===== config.mk =====
export PLATFORM = sky130hd
export DESIGN_NAME = sim_finish_monitor
export DESIGN_NICKNAME = d
export VERILOG_FILES = /design/src/rtl/sim_finish_monitor.sv
export SDC_FILE = /design/constraint.sdc
export NUM_CORES = 1
export LEC_CHECK = 0
export ABC_AREA = 0
export CELL_PAD_IN_SITES_DETAIL_PLACEMENT = 1
export CELL_PAD_IN_SITES_GLOBAL_PLACEMENT = 2
export CORE_MARGIN = 2
export CORE_UTILIZATION = 34
export DETAILED_ROUTE_END_ITERATION = 10
export GPL_TIMING_DRIVEN = 0
export PLACE_DENSITY_LB_ADDON = 0.1
export SLEW_MARGIN = 20
export SYNTH_ARGS = -nofsm -noshare
export SYNTH_HDL_FRONTEND = slang
export SYNTH_SLANG_ARGS = --single-unit

===== constraint.sdc =====
create_clock -name clk -period 4 [get_ports clk]
set_input_delay 0.4 -clock clk [delete_from_list [all_inputs] [get_ports clk]]
set_output_delay 0.4 -clock clk [all_outputs]
set_load 0.01 [all_outputs]

===== src/rtl/sim_finish_monitor.sv =====
// End-of-simulation monitor: per-hart ecall drain/sample FSMs feeding a global pass/fail/timeout FSM.
// Optional per-hart retire stall watchdog enabled by defining SIM_FINISH_STALL_WDT_EN.
module sim_finish_monitor #(
    parameter int unsigned NUM_HARTS    = 1,
    parameter int unsigned TO_BIT       = 18,
    parameter int unsigned DRAIN_CYCLES = 255,
    parameter logic [31:0] PASS_CODE    = 32'd1,
    parameter int unsigned STALL_BIT    = 12
) (
    input  logic                    clk,
    input  logic                    rst_n,
    input  logic [NUM_HARTS-1:0]    ecall_i,
    input  logic [32*NUM_HARTS-1:0] gp_i,
    input  logic [NUM_HARTS-1:0]    retire_i,
    output logic [NUM_HARTS-1:0]    hart_done_o,
    output logic [NUM_HARTS-1:0]    hart_pass_o,
    output logic                    done_o,
    output logic                    pass_o,
    output logic                    fail_o,
    output logic                    timeout_o,
    output logic [31:0]             fail_code_o,
    output logic [TO_BIT-1:0]       cycle_cnt_o
);

    typedef enum logic [1:0] {StRun, StDrain, StDone} hart_state_e;
    typedef enum logic [1:0] {GlbRun, GlbPass, GlbFail, GlbTimeout} glb_state_e;

    localparam logic [15:0] DrainLast = 16'(DRAIN_CYCLES);

    hart_state_e hart_q [NUM_HARTS];
    hart_state_e hart_d [NUM_HARTS];
    logic [15:0] drain_q [NUM_HARTS];
    logic [15:0] drain_d [NUM_HARTS];
    logic [31:0] gp_q [NUM_HARTS];
    logic [31:0] gp_d [NUM_HARTS];
    logic [NUM_HARTS-1:0] pass_q, pass_d;

    glb_state_e glb_q, glb_d;
    logic [TO_BIT-1:0] cnt_q, cnt_d;
    logic stall_hit;

`ifdef SIM_FINISH_STALL_WDT_EN
    logic [STALL_BIT-1:0] stall_q [NUM_HARTS];
    logic [STALL_BIT-1:0] stall_d [NUM_HARTS];

    always_comb begin
        stall_hit = 1'b0;
        for (int h = 0; h < NUM_HARTS; h++) begin
            stall_d[h] = stall_q[h];
            if (glb_q == GlbRun && hart_q[h] == StRun) begin
                if (retire_i[h]) begin
                    stall_d[h] = '0;
                end else if (!(&stall_q[h])) begin
                    stall_d[h] = stall_q[h] + 1'b1;
                end
                if (&stall_q[h]) begin
                    stall_hit = 1'b1;
                end
            end
        end
    end

    always_ff @(posedge clk or negedge rst_n) begin
        if (!rst_n) begin
            for (int h = 0; h < NUM_HARTS; h++) begin
                stall_q[h] <= '0;
            end
        end else begin
            stall_q <= stall_d;
        end
    end
`else
    logic                 unused_retire;
    logic [STALL_BIT-1:0] unused_stall_w;
    assign unused_retire  = ^retire_i;
    assign unused_stall_w = '0;
    assign stall_hit      = 1'b0;
`endif

    // Hart FSMs only advance while the global FSM is still running.
    always_comb begin
        for (int h = 0; h < NUM_HARTS; h++) begin
            hart_d[h]  = hart_q[h];
            drain_d[h] = drain_q[h];
            gp_d[h]    = gp_q[h];
            pass_d[h]  = pass_q[h];
            if (glb_q == GlbRun) begin
                case (hart_q[h])
                    StRun: begin
                        if (ecall_i[h]) begin
                            hart_d[h]  = StDrain;
                            drain_d[h] = 16'd1;
                        end
                    end
                    StDrain: begin
                        if (drain_q[h] == DrainLast) begin
                            hart_d[h] = StDone;
                            gp_d[h]   = gp_i[32*h +: 32];
                            pass_d[h] = (gp_i[32*h +: 32] == PASS_CODE);
                        end else begin
                            drain_d[h] = drain_q[h] + 16'd1;
                        end
                    end
                    default: ;
                endcase
            end
        end
    end

    always_comb begin
        for (int h = 0; h < NUM_HARTS; h++) begin
            hart_done_o[h] = (hart_q[h] == StDone);
        end
    end
    assign hart_pass_o = pass_q;

    always_comb begin
        glb_d = glb_q;
        cnt_d = cnt_q;
        if (glb_q == GlbRun) begin
            if (!(&cnt_q)) begin
                cnt_d = cnt_q + 1'b1;
            end
            // Completion takes priority over any timeout source in the same cycle.
            if (&hart_done_o) begin
                glb_d = (&pass_q) ? GlbPass : GlbFail;
            end else if ((&cnt_q) || stall_hit) begin
                glb_d = GlbTimeout;
            end
        end
    end

    always_comb begin
        fail_code_o = 32'd0;
        if (glb_q == GlbFail) begin
            for (int h = NUM_HARTS - 1; h >= 0; h--) begin
                if (hart_done_o[h] && !pass_q[h]) begin
                    fail_code_o = gp_q[h];
                end
            end
        end
    end

    assign done_o      = (glb_q != GlbRun);
    assign pass_o      = (glb_q == GlbPass);
    assign fail_o      = (glb_q == GlbFail);
    assign timeout_o   = (glb_q == GlbTimeout);
    assign cycle_cnt_o = cnt_q;

    always_ff @(posedge clk or negedge rst_n) begin
        if (!rst_n) begin
            for (int h = 0; h < NUM_HARTS; h++) begin
                hart_q[h]  <= StRun;
                drain_q[h] <= '0;
                gp_q[h]    <= '0;
            end
            pass_q <= '0;
            glb_q  <= GlbRun;
            cnt_q  <= '0;
        end else begin
            hart_q  <= hart_d;
            drain_q <= drain_d;
            gp_q    <= gp_d;
            pass_q  <= pass_d;
            glb_q   <= glb_d;
            cnt_q   <= cnt_d;
        end
    end

endmodule

==> impl_metrics.csv, run 1 <==
group,metric,value,unit
outcome,outcome,"finished clean",
die,row_count,37,
timing,max_slew_margin,41.49,%
cts,root_buffer,"clkbuf_8",
cts,htreeDepth,3,
place,pre_cts_ws,0.7545,ns
pwr,p_int,1.392,mW
timing,finalSetupViolations,0,
critical_path,r2r-start,"glb_q[1]",
routing,route.detailed.drc,0,
place,portBuffers,90,
routing,initialDrtViolationCount,54,
pwr,seq_power_share,47.0,%
logic_synthesis,avgSynthCellArea,11.35,sq um
timing,tns,0,ns
cts,cts_buffers,9,
logic_synthesis,synth_top_area_cell,"dfrtp_1",
logic_synthesis,ys_async_sr_fraction,100.0,%
pwr,p_leak,2.168,nW
logic_synthesis,ys_ff_latch,71,
pwr,p_sw,0.5176,mW
pwr,pwr-share-clk,36.8,%
finish,synthToLayoutAreaGrowth,36.52,%
critical_path,cp_slowest_stage_delay,0.66,ns
grt,grt_util_all_layers,18.13,%
grt,grt_max_degree,41,
logic_synthesis,ys_top_cells_by_area,"dfrtp_1 (48%), mux2_4 (12%), and2_1 (6.5%)",
timing,fin_crit,3.489,ns
critical_path,r2r_cells,5,
timing,final_hold_viol_count,0,
timing,timing.final.ws_setup,0.5113,ns
finish,nets,465,
timing,timing.final.crit_share,87.22,%
critical_path,rrSetupSlack,1.62,ns
logic_synthesis,synth_commonest_cells,"dfrtp_1 (71), and2_1 (38), mux2_4 (29)",
critical_path,cp-end-kind,"output pin",
place,gp_congestion,0.7153,
cts,path_clk_slew,0.08,ns
logic_synthesis,ys_seq_area_share,48.33,%
worst_hold_path,hp-class,"register to register",
logic_synthesis,yosysUniqueCellTypes,45,
logic_synthesis,yosysMostFrequentCell,"dfrtp_1",
critical_path,worstPathArrival,3.09,ns
cts,cts_tree,"yes",
logic_synthesis,synth_cells,324,
timing,fin_worst_skew,0.01656,ns
timing,timing.fmax,286.6,MHz
finish,diodes,0,
logic_synthesis,synth_edf_count,0,
logic_synthesis,synth-warning-count,0,
timing,tightestPinTransition,0.8655,ns
run,maxCapViolCount,0,
finish,drive_gt1_share,14.35,%
logic_synthesis,synthesis.nets,362,
pwr,switching_share,27.10,%
critical_path,required,3.60,ns
routing,ant_nets,0,
place,placed_cell_area,4771,sq um
cts,numClockSinks,71,
critical_path,slowest_stage,"nor4b_1",
routing,dr.pass1.iters,4,
cts,clock_latency,0.34,ns
grt,first_global_vias,3304,
finish,nFillCells,1148,
pwr,ir_worst_vdd,190.0,uV
critical_path,rr_endpoint,"drain_q[10]",
timing,drv_slew,0,
logic_synthesis,synth_ff_type,"dfrtp_1",
grt,grt_pass1_wl,16620,microns
routing,routedWlPerCell,17.18,microns
critical_path,crit_top_cell,"clkbuf_1",
routing,drt_wl_total,9758,microns
critical_path,critical_path.cell_chain,"clkbuf_1, nor2b_1, nor4b_1, clkbuf_1, and2_1, clkdlybuf4s50_1",
place,dp_hpwl,6936,microns
cts,clock_path_buffers,2,
die,die_w,108.0,microns
die,die_h,108.0,microns
die,design.core.area,10420,sq um
critical_path,critPathMaxFanout,10,
pwr,combPwrFrac,16.2,%
critical_path,critPathTopFamily,"simple AND/OR/NAND/NOR gates",
routing,num_vias,2931,
critical_path,path_buf_inv,3,
worst_hold_path,hold_depth,1,
finish,finish.instance_area,5019,sq um
grt,antenna_found_initial,0,
finish,final_util,48.18,%
timing,rsz0062_at_grt,"no",
logic_synthesis,netlist.area_leader.share,48.33,%
die,io_pins,92,
worst_hold_path,worstHoldStart,"cycle_cnt_o[16]",
critical_path,cp-start-kind,"register",
critical_path,crit_type,"register to output pin",
pwr,cellPowerDensity,380.5,nW/um^2
grt,grt_remaining_overflow,0,
die,start_util,35.29,%
logic_synthesis,syn_area,3676,sq um
worst_hold_path,whs_endpoint,"cycle_cnt_o[16]",
die,die_area,11660,sq um
routing,vias_per_cell,5.160,
[power groups by stage]
stage / Clock, mW / Combinational, mW / Sequential, mW
6_report: 0.702 / 0.310 / 0.898
5_1_grt: 0.760 / 0.351 / 0.917
4_1_cts: 0.722 / 0.315 / 0.899
3_5_place_dp: 0 / 0.313 / 0.911
3_3_place_gp: 0 / 0.300 / 0.906
2_1_floorplan: 0 / 0.177 / 0.895
[worst reg2reg max path, delay by kind of cell, from the launching register on]
family                 cells  cell delay [ns]
AOI/OAI and AO/OA          2             0.36
buffers and inverters      1             0.22
DFF                        1             0.36
and+or+nand+nor            2             1.37
[through the flow]
stage,instances,power [mW],hold WS [ns]
6_report,568,1.909,0.4913
3_3_place_gp,550,1.206,0.4767
3_5_place_dp,551,1.225,0.3773
5_1_grt,568,2.028,0.5222
2_1_floorplan,324,1.071,0.1044
4_1_cts,568,1.936,0.4982
[cells by family after synthesis]
group,after synthesis,share of synthesized area [%]
AOI/OAI and AO/OA,54,9.769
xor gates and xnor gates,14,3.335
adders and majority gates,2,0.6806
buffers and inverters,23,3.029
DFF,71,48.33
muxes,35,13.65
and+or+nand+nor,125,21.20
[final cells by class]
| cell class | instances | area [sq um] | share of cell area, % |
|---|---|---|---|
| Clock buffer | 11 | 131.4 | 2.618 |
| Tap cell | 136 | 170.2 | 3.391 |
| Multi-Input combinational cell | 230 | 1794 | 35.75 |
| Inverter | 7 | 26.28 | 0.5236 |
| Buffer | 16 | 85.08 | 1.695 |
| Timing Repair Buffer | 92 | 928.4 | 18.50 |
| Sequential cell | 71 | 1777 | 35.40 |
| Clock inverter | 5 | 106.4 | 2.119 |
[repair_timing]
item                                    in CTS  in global routing
endpoints found under the setup margin       0                  0
hold buffers                                 1                  0
gates resized for setup                      0                  0
endpoints found under the hold margin        5                  0
buffers inserted                             0                  0
[worst max-delay path by stage]
stage,from,slack (ns),to,depth (start not counted)
global placement,rst_n,-0.17,gp_q[13],1
CTS,hart_q[0],0.37,fail_code_o[20],6
global route,hart_q[0],0.22,fail_code_o[20],6
detailed placement,hart_q[0],0.75,fail_code_o[17],6
floorplan,hart_q[0],1.82,fail_code_o[10],5
finish,hart_q[0],0.51,fail_code_o[20],6
[layout by cell type, fill, tap and decap left out, drive strengths merged, types with 7 or more instances in the layout]
cell            n
nor2            9
inv             7
buf             8
clkdlybuf4s50  89
nand4           9
a21oi           9
mux2           34
xnor2          10
nand3          14
nor4           10
and2           38
clkbuf         21
and3            9
dfrtp          71
a31oi          17
[flip-flops by register name, summed over array words and instances, names as in the netlist]
name and flops:
hart_pass_o 1, glb_q 2, cycle_cnt_o 18, hart_q 2, gp_q 32, drain_q 16
[per-layer routing]
layer	vias to the layer above	GRT usage, %	routed length, microns
met5	-	0	0
met4	0	5.495	101
met3	12	5.967	628
met2	65	29.20	4612
met1	1458	23.23	4416
li1	1396	-	-
Power figures use the tool's default switching activity.
==> inputs of run 2 (changes only) <==
- CORE_MARGIN: 2 -> unset
- CTS_CLUSTER_SIZE: unset -> 40
==> run 2 against run 1 <==
- clock skew decreased by 0.0071 ns
- wire length decreased by 3.1%
- final area decreased by 0.35%
- non-clock buffer count unchanged
- total power decreased by 3.6%
- die area decreased by 3.7%
- hold slack got worse by 0.0033 ns
==> impl_metrics.csv, run 2 (same netlist as run 1, synthesis figures left out) <==
group,metric,value,unit
die,start_util,35.29,%
critical_path,critical_path.cell_chain,"clkbuf_1, nor2b_1, nor4b_1, clkbuf_1, and2_1, clkdlybuf4s50_1",
place,dp_hpwl,6768,microns
timing,tns,0,ns
cts,ctsHoldBuffers,1,
critical_path,crit_type,"register to output pin",
grt,grt_remaining_overflow,0,
critical_path,r2r-start,"glb_q[1]",
pwr,p_leak,2.159,nW
cts,cts-resized-gates,0,
finish,final_cell_mix,"clkdlybuf4s50_1 (89), dfrtp_1 (71), and2_1 (38)",
place,gp_congestion,0.7113,
finish,drive_gt1_share,14.58,%
finish,largest_reg_flops,32,
routing,drt_wl_total,9457,microns
timing,rsz0062_at_grt,"no",
grt,first_global_vias,3141,
finish,nets,465,
routing,vias_per_cell,5.143,
cts,htreeDepth,3,
grt,grt_max_degree,43,
grt,grt_util_all_layers,17.90,%
critical_path,cp-start-kind,"register",
critical_path,required,3.60,ns
worst_hold_path,hp-class,"register to register",
timing,max_slew_margin,43.47,%
critical_path,cp-end-kind,"output pin",
timing,timing.fmax,284.1,MHz
finish,synthToLayoutAreaGrowth,36.05,%
critical_path,cp_slowest_stage_delay,0.69,ns
critical_path,critPathTopFamily,"simple AND/OR/NAND/NOR gates",
cts,clock_latency,0.34,ns
pwr,power,1.841,mW
routing,num_vias,2921,
routing,dr.pass1.iters,4,
cts,cts_setup_buffers,0,
critical_path,path_buf_inv,3,
die,design.core.area,10420,sq um
finish,final_util,48.01,%
cts,path_clk_slew,0.08,ns
critical_path,crit_top_cell,"clkbuf_1",
timing,fin_crit,3.520,ns
critical_path,worstPathArrival,3.12,ns
cts,numClockSinks,71,
timing,fin_worst_skew,0.009496,ns
timing,timing.final.crit_share,87.99,%
timing,drv_slew,0,
place,portBuffers,90,
place,placed_cell_area,4772,sq um
routing,route.detailed.drc,0,
finish,largest-register,"gp_q",
run,maxCapViolCount,0,
outcome,outcome,"finished clean",
timing,final_hold_viol_count,0,
pwr,cellPowerDensity,368.1,nW/um^2
pwr,ir_worst_vdd,161.1,uV
cts,cts_buffers,9,
cts,clock_path_buffers,2,
finish,finish.instance_area,5001,sq um
die,die_area,11230,sq um
routing,routedWlPerCell,16.65,microns
die,io_pins,92,
worst_hold_path,worstHoldStart,"cycle_cnt_o[16]",
grt,grt_pass1_wl,15770,microns
die,row_count,37,
routing,initialDrtViolationCount,54,
die,die_w,106.0,microns
finish,nFillCells,1156,
critical_path,cp-startpoint,"hart_q[0]",
finish,final_common_cell,"clkdlybuf4s50_1",
routing,ant_nets,0,
finish,diodes,0,
cts,cts_tree,"yes",
grt,antenna_found_initial,0,
critical_path,critPathMaxFanout,10,
critical_path,slowest_stage,"nor4b_1",
timing,tightestPinTransition,0.8362,ns
die,die_h,106.0,microns
cts,root_buffer,"clkbuf_8",
timing,finalSetupViolations,0,
==> run 2: cell count changes in the layout (fill, tap and decap cells not counted), sizes merged <==
cell / before / now
bufinv: 3 / 2
clkbuf: 21 / 20
clkinv: 1 / 2
clkinvlp: 1 / 2
==> run 2: through the flow <==
stage          setup WS (ns)  hold WS [ns]  std cells
3_5_place_dp          0.7747        0.3726        551
2_1_floorplan          1.823        0.1044        324
4_1_cts               0.3701        0.4982        568
6_report              0.4802        0.4881        568
3_3_place_gp         -0.1309        0.4788        550
5_1_grt               0.1092        0.5232        568
==> run 2: worst paths after layout <==
kind,endpoint,slack [ns],cells past startpoint
min reg2reg,cycle_cnt_o[16],0.49,1
max in group asynchronous,gp_q[15],2.90,3
min in group asynchronous,drain_q[8],0.54,2
max reg2reg,drain_q[8],1.63,6
max,fail_code_o[5],0.48,6
min,cycle_cnt_o[16],0.49,1
==> run 2: area by class of cell <==
| cell class | count | area (sq um) | area share (%) |
|---|---|---|---|
| buffer | 16 | 85.08 | 1.701 |
| clock buffer | 10 | 127.6 | 2.552 |
| clock inverter | 6 | 85.08 | 1.701 |
| inverter | 7 | 26.28 | 0.5254 |
| multi-input combinational | 230 | 1794 | 35.88 |
| sequential | 71 | 1777 | 35.53 |
| tap | 136 | 170.2 | 3.403 |
| timing repair buffer | 92 | 935.9 | 18.71 |
==> run 2: routing by layer <==
layer | share of wire [%] | GRT usage (%) | vias to the layer above
met2 | 46 | 28.34 | 60
met3 | 5.2 | 4.782 | 6
met4 | 0.89 | 5.952 | 0
li1 | - | - | 1401
met1 | 48 | 23.70 | 1454
met5 | 0 | 0 | -
==> run 2: power breakdown <==
group | switching [mW] | leakage [nW] | internal [mW] | total (mW)
combinational | 0.143 | 1.19 | 0.170 | 0.313
clock | 0.283 | 0.102 | 0.349 | 0.632
sequential | 0.0900 | 0.871 | 0.807 | 0.897
